### config.mk
export PLATFORM = sky130hd
export DESIGN_NAME = gb_fb_writer
export DESIGN_NICKNAME = d
export VERILOG_FILES = /design/src/rtl/gb_video_pkg.sv /design/src/rtl/gb_fb_fifo.sv /design/src/rtl/gb_fb_writer.sv
export SDC_FILE = /design/constraint.sdc
export NUM_CORES = 1
export LEC_CHECK = 0
export ABC_AREA = 0
export ABC_CLOCK_PERIOD_IN_PS = 3800
export BUFFER_PORTS_ARGS = -buffer_cell sky130_fd_sc_hd__clkbuf_2
export CELL_PAD_IN_SITES_DETAIL_PLACEMENT = 0
export CELL_PAD_IN_SITES_GLOBAL_PLACEMENT = 1
export CORE_ASPECT_RATIO = 0.5
export CORE_MARGIN = 1
export CORE_UTILIZATION = 50
export DETAILED_ROUTE_END_ITERATION = 16
export PLACE_DENSITY = 0.85
export SKIP_CTS_REPAIR_TIMING = 1
export SYNTH_ARGS = -nofsm -noshare
export SYNTH_HDL_FRONTEND = slang
export SYNTH_SLANG_ARGS = --single-unit
### constraint.sdc
create_clock -name clk -period 3.8 [get_ports clk]
set_input_delay 0.57 -clock clk [delete_from_list [all_inputs] [get_ports clk]]
set_output_delay 0.57 -clock clk [all_outputs]
set_load 0.03 [all_outputs]
### src/rtl/gb_video_pkg.sv
// Shared video definitions: LCD geometry, framebuffer entry type, packer states.
package gb_video_pkg;

  localparam int LCD_W    = 160;
  localparam int LCD_H    = 144;
  localparam int FB_BYTES = (LCD_W * LCD_H) / 4;
  localparam int ADDR_W   = 13;

  // One queued framebuffer write: byte address plus four packed shades.
  typedef struct packed {
    logic [ADDR_W-1:0] addr;
    logic [7:0]        data;
  } fb_entry_t;

  // Packer is IDLE while the LCD is off, ACTIVE while it is on.
  typedef enum logic {
    PK_IDLE   = 1'b0,
    PK_ACTIVE = 1'b1
  } pk_state_t;

  // Map a 2-bit colour index through a BGP-style palette register.
  function automatic logic [1:0] shade_of(input logic [7:0] pal, input logic [1:0] idx);
    logic [1:0] s;
    case (idx)
      2'd0:    s = pal[1:0];
      2'd1:    s = pal[3:2];
      2'd2:    s = pal[5:4];
      default: s = pal[7:6];
    endcase
    return s;
  endfunction

endpackage

### src/rtl/gb_fb_fifo.sv
// Synchronous show-ahead FIFO of framebuffer entries. The head entry is
// visible whenever empty is low; a push while full is taken only if a pop
// happens in the same cycle.
module gb_fb_fifo #(
  parameter int DEPTH = 8
) (
  input  logic                   clk,
  input  logic                   rst,
  input  logic                   push,
  input  gb_video_pkg::fb_entry_t wdata,
  input  logic                   pop,
  output logic                   full,
  output logic                   empty,
  output gb_video_pkg::fb_entry_t head
);
  import gb_video_pkg::*;

  localparam int PW = $clog2(DEPTH);

  fb_entry_t     mem [DEPTH];
  logic [PW:0]   wptr;
  logic [PW:0]   rptr;
  logic          do_pop;
  logic          do_push;

  assign empty   = (wptr == rptr);
  assign full    = (wptr[PW] != rptr[PW]) && (wptr[PW-1:0] == rptr[PW-1:0]);
  assign do_pop  = pop && !empty;
  assign do_push = push && (!full || do_pop);
  assign head    = mem[rptr[PW-1:0]];

  // Pointer update; the extra MSB distinguishes full from empty.
  always_ff @(posedge clk or negedge rst) begin
    if (!rst) begin
      wptr <= '0;
      rptr <= '0;
    end else begin
      if (do_push) wptr <= wptr + (PW+1)'(1);
      if (do_pop)  rptr <= rptr + (PW+1)'(1);
    end
  end

  // Storage write; contents are don't-care until a pointer covers them.
  always_ff @(posedge clk) begin
    if (do_push) mem[wptr[PW-1:0]] <= wdata;
  end

endmodule

### src/rtl/gb_fb_writer.sv
// PPU pixel stream to framebuffer writer: palette-maps each pixel, packs four
// shades per byte, tags each byte with its framebuffer address and drains the
// queue to the RAM write port.
//
// Write handshake: fb_we is high whenever an entry is queued, and fb_addr /
// fb_data hold that entry steady until the cycle fb_we && fb_ready, at whose
// closing edge the entry is consumed. fb_ready is ignored while fb_we is low.
module gb_fb_writer #(
  parameter int FIFO_DEPTH = 8,
  parameter int FB_BYTES   = 5760
) (
  input  logic        clk,
  input  logic        rst,
  input  logic        lcd_en,
  input  logic        frame_start,
  input  logic [1:0]  px,
  input  logic        px_valid,
  input  logic [7:0]  bgp,
  output logic [12:0] fb_addr,
  output logic [7:0]  fb_data,
  output logic        fb_we,
  input  logic        fb_ready,
  output logic        frame_done,
  output logic        overflow,
  input  logic        ovf_clr,
  output logic        pk_state
);
  import gb_video_pkg::*;

  pk_state_t   state;
  pk_state_t   state_next;
  logic        run;
  logic        accept;
  logic [1:0]  shade;
  logic [1:0]  slot;
  logic [7:0]  acc;
  logic [12:0] addr_cnt;
  logic        byte_done;
  logic        last_byte;
  fb_entry_t   push_entry;
  fb_entry_t   head;
  logic        fifo_full;
  logic        fifo_empty;
  logic        pop;
  logic        drop;

  // Packer state register.
  always_ff @(posedge clk or negedge rst) begin
    if (!rst) state <= PK_IDLE;
    else      state <= state_next;
  end

  // Packer next state: follows the LCD enable.
  always_comb begin
    state_next = state;
    case (state)
      PK_IDLE:   if (lcd_en)  state_next = PK_ACTIVE;
      PK_ACTIVE: if (!lcd_en) state_next = PK_IDLE;
      default:   state_next = PK_IDLE;
    endcase
  end

  assign pk_state = state;

  // The packer runs in any cycle where the LCD is (or is becoming) enabled;
  // frame_start takes priority over a coincident pixel.
  assign run       = (state_next == PK_ACTIVE);
  assign accept    = run && px_valid && !frame_start;
  assign shade     = shade_of(bgp, px);
  assign byte_done = accept && (slot == 2'd3);
  assign last_byte = (addr_cnt == 13'(FB_BYTES - 1));

  assign push_entry.addr = addr_cnt;
  assign push_entry.data = {acc[5:0], shade};

  // Slot counter, shade accumulator and byte address.
  always_ff @(posedge clk or negedge rst) begin
    if (!rst) begin
      slot     <= '0;
      acc      <= '0;
      addr_cnt <= '0;
    end else if (!run || frame_start) begin
      slot     <= '0;
      acc      <= '0;
      addr_cnt <= '0;
    end else if (accept) begin
      acc  <= {acc[5:0], shade};
      slot <= slot + 2'd1;
      if (slot == 2'd3) begin
        // Address advances even if the byte is dropped, so later bytes
        // still land at their correct position.
        addr_cnt <= last_byte ? 13'd0 : addr_cnt + 13'd1;
      end
    end
  end

  assign pop  = !fifo_empty && fb_ready;
  assign drop = byte_done && fifo_full && !pop;

  // End-of-frame pulse and sticky overflow flag (a new drop beats a clear).
  always_ff @(posedge clk or negedge rst) begin
    if (!rst) begin
      frame_done <= 1'b0;
      overflow   <= 1'b0;
    end else begin
      frame_done <= byte_done && last_byte;
      if (drop)         overflow <= 1'b1;
      else if (ovf_clr) overflow <= 1'b0;
    end
  end

  gb_fb_fifo #(
    .DEPTH (FIFO_DEPTH)
  ) u_fifo (
    .clk   (clk),
    .rst   (rst),
    .push  (byte_done),
    .wdata (push_entry),
    .pop   (pop),
    .full  (fifo_full),
    .empty (fifo_empty),
    .head  (head)
  );

  assign fb_we   = !fifo_empty;
  assign fb_addr = fifo_empty ? 13'd0 : head.addr;
  assign fb_data = fifo_empty ? 8'd0  : head.data;

endmodule
==> key figures <==
Timing
  – Hold Vio Cnt, Final: 0
  – Setup TNS: 0 ps
  – Period utilization: roughly 80%
  – Max Clock Freq: 0.321 GHz
  – Final min period: 3110 ps
  – Final max-slew violation count: 0
  – Worst Skew: approximately 9.7 ps
  – Worst Slack Setup Final: slightly below 700 ps
  – Worst slew pin tran: between 900 and 1000 ps
  – Worst relative slew slack: 39.1%
  – RSZ-0062 raised after global routing: false
  – Finish-stage setup viols: 0

Yosys
  – Post-synth top area share: about 62%
  – Yosys top cell by area: edfxtp_1
  – Syn Area/Cell: 18.6 um^2
  – Synth area leaders: edfxtp_1 (62%), mux4_2 (12%), dfrtp_1 (9.9%)
  – Synth cell types: 44
  – Synth async-reset ratio: ~16%
  – Top FF cell, synth: edfxtp_1
  – Number of synthesized register bits: 200
  – Sequential element share of the synthesized area: 72.1%
  – Synth warn: 0
  – Post-Synthesis Cell Area: 8100 um^2
  – Post-Synthesis Cells: approximately 440
  – Syn_nets: ~460
  – Post-synth EDFFs: between 150 and 200

Clock tree
  – Worst-path clk slew: approximately 70 ps
  – Clk sinks: 200
  – CTS H-tree lvls: 4
  – Num CTS Buffers: 17
  – Clk buf depth: 2
  – Root Driver: clkbuf_16
  – CTS tree: yes
  – Clock Latency Late Sink: ~430 ps

GRT
  – Total grt overflow: 0
  – Pin count of the biggest net entering global routing: 46
  – Antenna violations before repair: 0
  – First-pass GRT wire length: approximately 25,000 um
  – Gr usage total: slightly above 20%
  – Vias in the first global route: around 4,200

Die
  – Die X: ~180 um
  – Core area: around 16,000 um^2
  – Site Rows: 32
  – I/O Pins: between 40 and 50
  – Chip Height: 92.0 um
  – Initial core utilization: 51.9%
  – Area of the die: between 15,000 and 20,000 um^2

Worst setup path
  – Worst EP arrival: roughly 2500 ps
  – Worst EP required: about 3200 ps
  – Kind of critical path: flip-flop to output port
  – Critical Path Fanout Max: 45
  – CP Launch Type: flip-flop
  – Crit end category: output port

Placement
  – GPL Wtd Cong: between 0.7 and 0.8
  – PortBufs: 41
  – Setup WS pre-CTS: approximately 830 ps
  – Hpwl dp: around 9700 um

Min path
  – Hold Crit Class: input pin to asynchronous set/reset pin

Finish
  – FILL cells: ~1,100
  – Ant. Diodes: 0
  – Layout cells sized above 1: between 20 and 30%
  – Layout area overhead: 13.7%
  – # nets final: roughly 510

Route
  – WL final: roughly 16,000 um
  – Routed vias/inst: between 5 and 6
  – Routed len/inst: ~22 um
  – DRC Markers: 0
  – Drt initial violations: between 400 and 500
  – Router iterations before antenna repair: 5
  – Antenna Nets Post-Route: 0
  – Routed vias: 4,136

Power and ir drop
  – Pwr Density: 623 nW/um^2
  – Worst VDD drop: 0.303 mV
  – Leak pwr: around 0.0033 uW

Status
  – Outcome: complete, no violations

Job
  – Maxcap violations: 0
[final timing paths]
path,slack [ps],end,startpoint,cells after the start
worst max register to register,1090,u_fifo.mem[1][10],slot[0],6
worst min register to register,490,u_fifo.wptr[3],u_fifo.wptr[3],1
max in group asynchronous,2920,u_fifo.rptr[0],rst,1
worst max-delay path,690,fb_addr[9],u_fifo.rptr[0],5
worst min-delay path,260,u_fifo.wptr[3],rst,1
min in group clk,290,pk_state,lcd_en,1
[where the power goes]
group / internal (uW) / switching [uW] / leakage, uW
Combinational: 599 / 958 / 0.00100
Clock: 891 / 886 / 0.000294
Sequential: 2380 / 21.2 / 0.00200
[state kept, by name, summed over array words and instances, names as in the netlist]
| register | cells |
|---|---|
| addr_cnt | 13 |
| frame_done | 1 |
| overflow | 1 |
| u_fifo.mem | 168 |
| u_fifo.rptr | 4 |
| slot | 2 |
| u_fifo.wptr | 4 |
| acc | 6 |
| pk_state | 1 |
[cell usage after synthesis (all sizes together), types with 6 or more instances]
cell type / number
xor2: 9
nand2b: 6
a21oi: 8
clkbuf: 9
nand2: 10
a31oi: 8
edfxtp: 168
mux2i: 29
mux4: 44
nor2: 41
dfrtp: 32
nand3: 6
buf: 13
[layout by cell type, fill, tap and decap left out, drive strengths merged, types with 5 or more instances in the layout]
cell,n
edfxtp,168
nand4,5
xor2,9
nand2b,6
a31oi,8
mux2i,29
nand3,6
dfrtp,32
inv,10
clkinv,9
a21oi,8
clkbuf,58
nand2,10
buf,15
nor2,41
mux4,44
[cell type report]
| class | count | area, um^2 | share of cell area (%) |
|---|---|---|---|
| clock buffers | 17 | 425 | 4.62 |
| clock inverters | 15 | 179 | 1.94 |
| inverters | 4 | 15.0 | 0.163 |
| multi-input cells | 209 | 2170 | 23.6 |
| flip-flops and latches | 200 | 5850 | 63.5 |
| well taps | 204 | 255 | 2.77 |
| repair buffers | 56 | 318 | 3.45 |
[routing by layer]
layer	vias up	share of wire [%]	GRT usage [%]
met5	-	0	0
met4	0	0.45	6.02
met3	5	8.3	3.22
met2	131	48	32.2
met1	2159	43	29.2
li1	1841	-	-
[metrics by stage]
stage          hold WS [ps]  util, %  cell area [um^2]  std cells  power, uW
2_1_floorplan           274        -              8100        435       3670
3_3_place_gp            475     55.1              8610        673       4020
3_5_place_dp            481     55.1              8610        673       4030
4_1_cts                 279     59.0              9210        705       5780
5_1_grt                 296     59.0              9210        705       5960
6_report                259     59.0              9210        705       5740
[kinds of logic (layout without fill, tap and decap cells)]
group           count (synthesis)  in the layout  share of synthesized area [%]
buf+inv                        26             92                           1.47
xor+xnor                       13             13                           1.40
mux                            76             76                           16.2
fa+ha+maj                       4              4                          0.618
flops                         200            200                           72.1
simple gates                   87             87                           5.45
compound gates                 29             29                           2.70
[critical path: stages, from the launching register on]
cell and delay (ps):
dfrtp_2 370, buf_4 660, mux4_2 610, mux2i_1 180
nor2_1 60, clkbuf_2 180
Power figures use the tool's default switching activity.
